File: src/rtl/led_ctrl_pkg.sv
// Shared LED-control definitions: debounce FSM encoding and default timing constants.
// Defaults give 1 ms of required stability at a 50 MHz system clock.
package led_ctrl_pkg;

  localparam int DEBOUNCE_CYCLES_DEF = 50000;
  localparam int CNT_W_DEF           = 16;

  typedef enum logic [1:0] {
    S_LOW       = 2'b00,
    S_WAIT_HIGH = 2'b01,
    S_HIGH      = 2'b10,
    S_WAIT_LOW  = 2'b11
  } db_state_t;

  // A WAIT_LOW state still presents the previously accepted high level.
  function automatic logic is_high_level(input db_state_t s);
    return (s == S_HIGH) || (s == S_WAIT_LOW);
  endfunction

endpackage

File: src/rtl/switch_debounce_checker.sv
// Runtime invariants of the debounce FSM and its output pulses.
// Observes only; drives nothing back into the design.
module switch_debounce_checker
  import led_ctrl_pkg::*;
#(
  parameter int DEBOUNCE_CYCLES = DEBOUNCE_CYCLES_DEF,
  parameter int CNT_W           = CNT_W_DEF,
  parameter int TOGGLE_MODE     = 0
) (
  input logic             sysclk,
  input logic             rst_n,
  input db_state_t        state,
  input logic [CNT_W-1:0] cnt,
  input logic             enable,
  input logic             rise,
  input logic             fall
);

  localparam logic [CNT_W:0] CNT_LIMIT = (CNT_W+1)'(DEBOUNCE_CYCLES);

  a_rise_fall_excl: assert property (@(posedge sysclk) disable iff (!rst_n)
    !(rise && fall)) else $error("rise and fall asserted together");

  a_rise_single: assert property (@(posedge sysclk) disable iff (!rst_n)
    rise |=> !rise) else $error("rise wider than one cycle");

  a_fall_single: assert property (@(posedge sysclk) disable iff (!rst_n)
    fall |=> !fall) else $error("fall wider than one cycle");

  a_cnt_bound: assert property (@(posedge sysclk) disable iff (!rst_n)
    {1'b0, cnt} < CNT_LIMIT) else $error("debounce counter out of range");

  a_enable_on_pulse: assert property (@(posedge sysclk) disable iff (!rst_n)
    (enable != $past(enable)) |-> (rise || fall)) else $error("enable moved without a pulse");

  generate
    if (TOGGLE_MODE == 0) begin : g_level
      a_level_map: assert property (@(posedge sysclk) disable iff (!rst_n)
        enable == is_high_level(state)) else $error("enable disagrees with stable level");
    end
    if (DEBOUNCE_CYCLES == 1) begin : g_no_wait
      a_no_wait: assert property (@(posedge sysclk) disable iff (!rst_n)
        (state == S_LOW) || (state == S_HIGH)) else $error("wait state visited");
    end
  endgenerate

endmodule

File: src/rtl/sync_2ff.sv
// Two-flop synchronizer for asynchronous level inputs; resets to all zeros.
// Reusable for any switch or strap input crossing into the sysclk domain.
module sync_2ff #(
  parameter int W = 1
) (
  input  logic         clk,
  input  logic         rst_n,
  input  logic [W-1:0] d,
  output logic [W-1:0] q
);

  logic [W-1:0] meta_r;

  // First flop may go metastable; only the second flop is consumed downstream.
  always_ff @(posedge clk or negedge rst_n) begin
    if (!rst_n) begin
      meta_r <= {W{1'b0}};
      q      <= {W{1'b0}};
    end else begin
      meta_r <= d;
      q      <= meta_r;
    end
  end

endmodule

File: src/rtl/switch_debounce.sv
// Debounces a raw slide switch / push button into a clean Enable level plus
// one-cycle Rise/Fall pulses; optional toggle mode flips Enable on each press.
module switch_debounce
  import led_ctrl_pkg::*;
#(
  parameter int DEBOUNCE_CYCLES = DEBOUNCE_CYCLES_DEF,
  parameter int CNT_W           = CNT_W_DEF,
  parameter int TOGGLE_MODE     = 0
) (
  input  logic sysclk,
  input  logic rst_n,
  input  logic SW_raw,
  output logic Enable,
  output logic Rise,
  output logic Fall
);

  localparam logic [CNT_W-1:0] CNT_ZERO  = {CNT_W{1'b0}};
  localparam logic [CNT_W-1:0] CNT_ONE   = CNT_W'(1);
  localparam logic [CNT_W-1:0] CNT_LAST  = CNT_W'(DEBOUNCE_CYCLES - 1);
  localparam bit               SKIP_WAIT = (DEBOUNCE_CYCLES == 1);
  localparam bit               TOGGLE    = (TOGGLE_MODE != 0);

  logic             sw_s;
  db_state_t        state_r;
  logic [CNT_W-1:0] cnt_r;

  sync_2ff #(.W(1)) u_sync (
    .clk   (sysclk),
    .rst_n (rst_n),
    .d     (SW_raw),
    .q     (sw_s)
  );

  // Debounce FSM with registered Enable/Rise/Fall; the counter holds the
  // number of consecutive differing edges seen so far and never reaches the limit.
  always_ff @(posedge sysclk or negedge rst_n) begin
    if (!rst_n) begin
      state_r <= S_LOW;
      cnt_r   <= CNT_ZERO;
      Enable  <= 1'b0;
      Rise    <= 1'b0;
      Fall    <= 1'b0;
    end else begin
      Rise <= 1'b0;
      Fall <= 1'b0;
      case (state_r)
        S_LOW: begin
          cnt_r <= CNT_ZERO;
          if (sw_s) begin
            if (SKIP_WAIT) begin
              state_r <= S_HIGH;
              Rise    <= 1'b1;
              Enable  <= TOGGLE ? ~Enable : 1'b1;
            end else begin
              state_r <= S_WAIT_HIGH;
              cnt_r   <= CNT_ONE;
            end
          end
        end
        S_WAIT_HIGH: begin
          if (!sw_s) begin
            state_r <= S_LOW;
            cnt_r   <= CNT_ZERO;
          end else if (cnt_r == CNT_LAST) begin
            state_r <= S_HIGH;
            cnt_r   <= CNT_ZERO;
            Rise    <= 1'b1;
            Enable  <= TOGGLE ? ~Enable : 1'b1;
          end else begin
            cnt_r <= cnt_r + CNT_ONE;
          end
        end
        S_HIGH: begin
          cnt_r <= CNT_ZERO;
          if (!sw_s) begin
            if (SKIP_WAIT) begin
              state_r <= S_LOW;
              Fall    <= 1'b1;
              Enable  <= TOGGLE ? Enable : 1'b0;
            end else begin
              state_r <= S_WAIT_LOW;
              cnt_r   <= CNT_ONE;
            end
          end
        end
        S_WAIT_LOW: begin
          if (sw_s) begin
            state_r <= S_HIGH;
            cnt_r   <= CNT_ZERO;
          end else if (cnt_r == CNT_LAST) begin
            state_r <= S_LOW;
            cnt_r   <= CNT_ZERO;
            Fall    <= 1'b1;
            Enable  <= TOGGLE ? Enable : 1'b0;
          end else begin
            cnt_r <= cnt_r + CNT_ONE;
          end
        end
        default: begin
          state_r <= S_LOW;
          cnt_r   <= CNT_ZERO;
          Enable  <= 1'b0;
        end
      endcase
    end
  end

  switch_debounce_checker #(
    .DEBOUNCE_CYCLES (DEBOUNCE_CYCLES),
    .CNT_W           (CNT_W),
    .TOGGLE_MODE     (TOGGLE_MODE)
  ) u_chk (
    .sysclk (sysclk),
    .rst_n  (rst_n),
    .state  (state_r),
    .cnt    (cnt_r),
    .enable (Enable),
    .rise   (Rise),
    .fall   (Fall)
  );

endmodule

File: config.mk
export PLATFORM = sky130hd
export DESIGN_NAME = switch_debounce
export DESIGN_NICKNAME = d
export VERILOG_FILES = /design/src/rtl/led_ctrl_pkg.sv /design/src/rtl/switch_debounce_checker.sv /design/src/rtl/sync_2ff.sv /design/src/rtl/switch_debounce.sv
export SDC_FILE = /design/constraint.sdc
export NUM_CORES = 1
export LEC_CHECK = 0
export BUFFER_PORTS_ARGS = -buffer_cell sky130_fd_sc_hd__buf_4
export CORE_ASPECT_RATIO = 1.2
export CORE_MARGIN = 4
export CORE_UTILIZATION = 35
export DETAILED_ROUTE_END_ITERATION = 10
export PLACE_DENSITY = 0.48
export SYNTH_ARGS = -nofsm -noshare
export SYNTH_HDL_FRONTEND = slang
export SYNTH_SLANG_ARGS = --single-unit
File: constraint.sdc
create_clock -name sysclk -period 2.2 [get_ports sysclk]
set_input_delay 0.33 -clock sysclk [delete_from_list [all_inputs] [get_ports sysclk]]
set_output_delay 0.33 -clock sysclk [all_outputs]
set_load 0.01 [all_outputs]
==> run_results.csv <==
group,metric,value,unit
outcome,status,"finished, final reports clean",
synth,ys_types,30,
cts,worstSkewPairLatency,0.30,ns
grt,grt_pass1_wl,3332,µm
setup_path,cp.required,2.41,ns
die,start_util,37.21,%
drt,first_pass_iters,4,
final_layout,final_cell_mix,"23 x dfrtp_1, 14 x nor2_1, 9 x xnor2_1",
final_layout,drive_gt1_share,10.81,%
synth,synth_xor_area_share,9.953,%
synth,synth_mux_area_share,0,%
die,row_count,21,
timing,slew_headroom,78.52,%
power_and_ir_drop,leakage,0.4668,nW
power_and_ir_drop,power_density,561.4,nW/µm²
cts,cts_tree,"built",
die,ios,6,
grt,grt_max_degree,24,
setup_path,worstSetupStartpointType,"register",
timing,rsz0062_at_grt,"no",
place,portBuffers,5,
timing,hold_violations,0,
timing,whs,0.1199,ns
setup_path,crit_fanout,6,
timing,tns,0,ns
synth,synth-seq-cells,23,
timing,fin_skew,0.003657,ns
cts,cts_sinks,23,
die,die_area,3963,µm²
drt,viasPerCell,5.159,
cts,cts_resized,0,
final_layout,final_common_cell,"dfrtp_1",
drt,vias,748,
setup_path,criticalPathCategory,"reg -> reg",
die,dieWidth,58.14,µm
drt,wirelength,1849,µm
timing,fmax,490.5,MHz
setup_path,arrival,2.25,ns
synth,synthCells,102,
synth,synth_compound_area_share,6.635,%
cts,hold_buffers,1,
place,place.detailed.hpwl,1322,µm
min_path,hp-class,"in -> reg",
synth,synth_fa_ha_area_share,1.185,%
drt,wl_per_cell,12.75,µm
job,cap_violations,0,
synth,ys.flop_type,"dfrtp_1",
die,die_h,68.17,µm
final_layout,layout.nets,116,
setup_path,worstSetupEndpointType,"register",
grt,grt_pass1_vias,751,
drt,drtIter0Drc,18,
cts,clk_pin_slew_worst_paths,0.13,ns
synth,synthesis.area,1056,µm²
synth,synth-edff-count,0,
synth,syn-num-nets,106,
grt,gr-usage-all-layers,11.17,%
timing,finalMaxSlewViolations,0,
cts,root_buffer,"clkbuf_4",
cts,cts_buffers,3,
drt,drtAntennaViolNets,0,
power_and_ir_drop,vdd_drop_max,0.2888,mV
final_layout,antenna_cells,0,
cts,cts_buffer_depth,2,
die,core,2838,µm²
drt,drcViolationCount,0,
synth,avgSynthCellArea,10.35,µm²
cts,htreeDepth,1,
synth,synth-simple-area-share,24.41,%
grt,grt_overflow,0,
cts,cts_setup_buffers,0,
timing,worst_pin_slew,0.3192,ns
place,place_congestion,0.7869,
synth,yosys_warnings,0,
grt,grt_antenna_before_repair,0,
synth,synth-async-reset-ratio,100.0,%
timing,setup_violations,0,
synth,synth_top_family_by_area,"simple AND/OR/NAND/NOR gates",
synth,seq_area_frac_synth,54.50,%
timing,post-route-period-util,92.67,%
final_layout,syn_to_final_growth,10.55,%
timing,fin_crit,2.039,ns
## critical path, cell delays in order (launching register included)
cell     delay (ns)
dfrtp_1        0.43
or4b_1         0.54
or4_1          0.65
a211o_1        0.33
## path summary, 6_finish.rpt
kind                                         start                      end  slack [ns]  depth (start not counted)
min in group asynchronous                    rst_n           Rise$_DFF_PN0_        0.44                          2
setup / recovery                cnt_r[4]$_DFF_PN0_       Enable$_DFFE_PN0P_        0.16                          3
hold / removal                              SW_raw  u_sync.meta_r$_DFF_PN0_        0.12                          1
max in group asynchronous                    rst_n      cnt_r[11]$_DFF_PN0_        1.53                          2
setup reg to reg                cnt_r[4]$_DFF_PN0_       Enable$_DFFE_PN0P_        0.16                          3
hold reg to reg            u_sync.meta_r$_DFF_PN0_       u_sync.q$_DFF_PN0_        0.37                          0
## Yosys cell counts (2+ instances only)
| cell | instances | area share, % |
|---|---|---|
| dfrtp_1 | 23 | 55 |
| nor2_1 | 14 | 5.0 |
| xnor2_1 | 9 | 7.5 |
| nand2_1 | 7 | 2.5 |
| inv_1 | 6 | 2.1 |
| nand3_1 | 4 | 1.9 |
| or4_1 | 4 | 2.8 |
| a21oi_1 | 3 | 1.4 |
| nor3_1 | 3 | 1.4 |
| nor4_1 | 3 | 1.8 |
| xor2_1 | 3 | 2.5 |
| nand4_1 | 2 | 1.2 |
| o31ai_1 | 2 | 1.4 |
| or3_1 | 2 | 1.2 |
| or4b_1 | 2 | 1.9 |
## metal layers
layer / vias up / wire, µm / track usage [%]
met4: 0 / 16 / 5.217
met2: 6 / 861 / 18.22
met1: 366 / 925 / 14.56
met3: 2 / 45 / 1.698
li1: 374 / - / -
met5: - / 0 / 0
## cells by family (layout without fill, tap and decap cells)
group | Yosys count | after routing
AO/OA/AOI/OAI | 11 | 11
buffers and inverters | 8 | 17
adder cells (fa/ha/maj) | 1 | 1
AND/OR/NAND/NOR | 47 | 47
XOR/XNOR | 12 | 12
flip-flops | 23 | 23
## final cells by class
type                            instances  area, µm²
Fill cell                             282       1670
Sequential cell                        23      575.6
Multi-Input combinational cell         71      445.4
Timing Repair Buffer                    7      55.05
Tap cell                               34      42.54
Clock buffer                            4      26.28
Inverter                                6      22.52
## through the flow
step	setup WS, ns	area, µm²	utilization, %	std cells	power, W
final	0.1614	1167	41.14	145	0.0006553
after global routing	0.09712	1167	41.14	145	0.0006902
after CTS	0.1606	1167	41.14	145	0.0006687
after detailed placement	0.1769	1131	39.86	140	0.0004686
after global placement	0.2018	1131	39.86	140	0.0004685
after floorplan	0.2415	1056	-	102	0.0004547
## where the power goes
| part | switching (W) | total, W | internal, W |
|---|---|---|---|
| registers | 0.00000548 | 0.000434 | 0.000428 |
| logic | 0.0000181 | 0.0000271 | 0.00000904 |
| clock network | 0.000124 | 0.000194 | 0.0000706 |
| total | 0.000147 | 0.000655 | 0.000508 |
## flip-flops by register name, summed over array words and instances, names as in the netlist, named ones only
signal         cells
u_sync.meta_r      1
u_sync.q           1
Rise               1
cnt_r             16
Enable             1
state_r            1
Fall               1
Power figures use the tool's default switching activity.
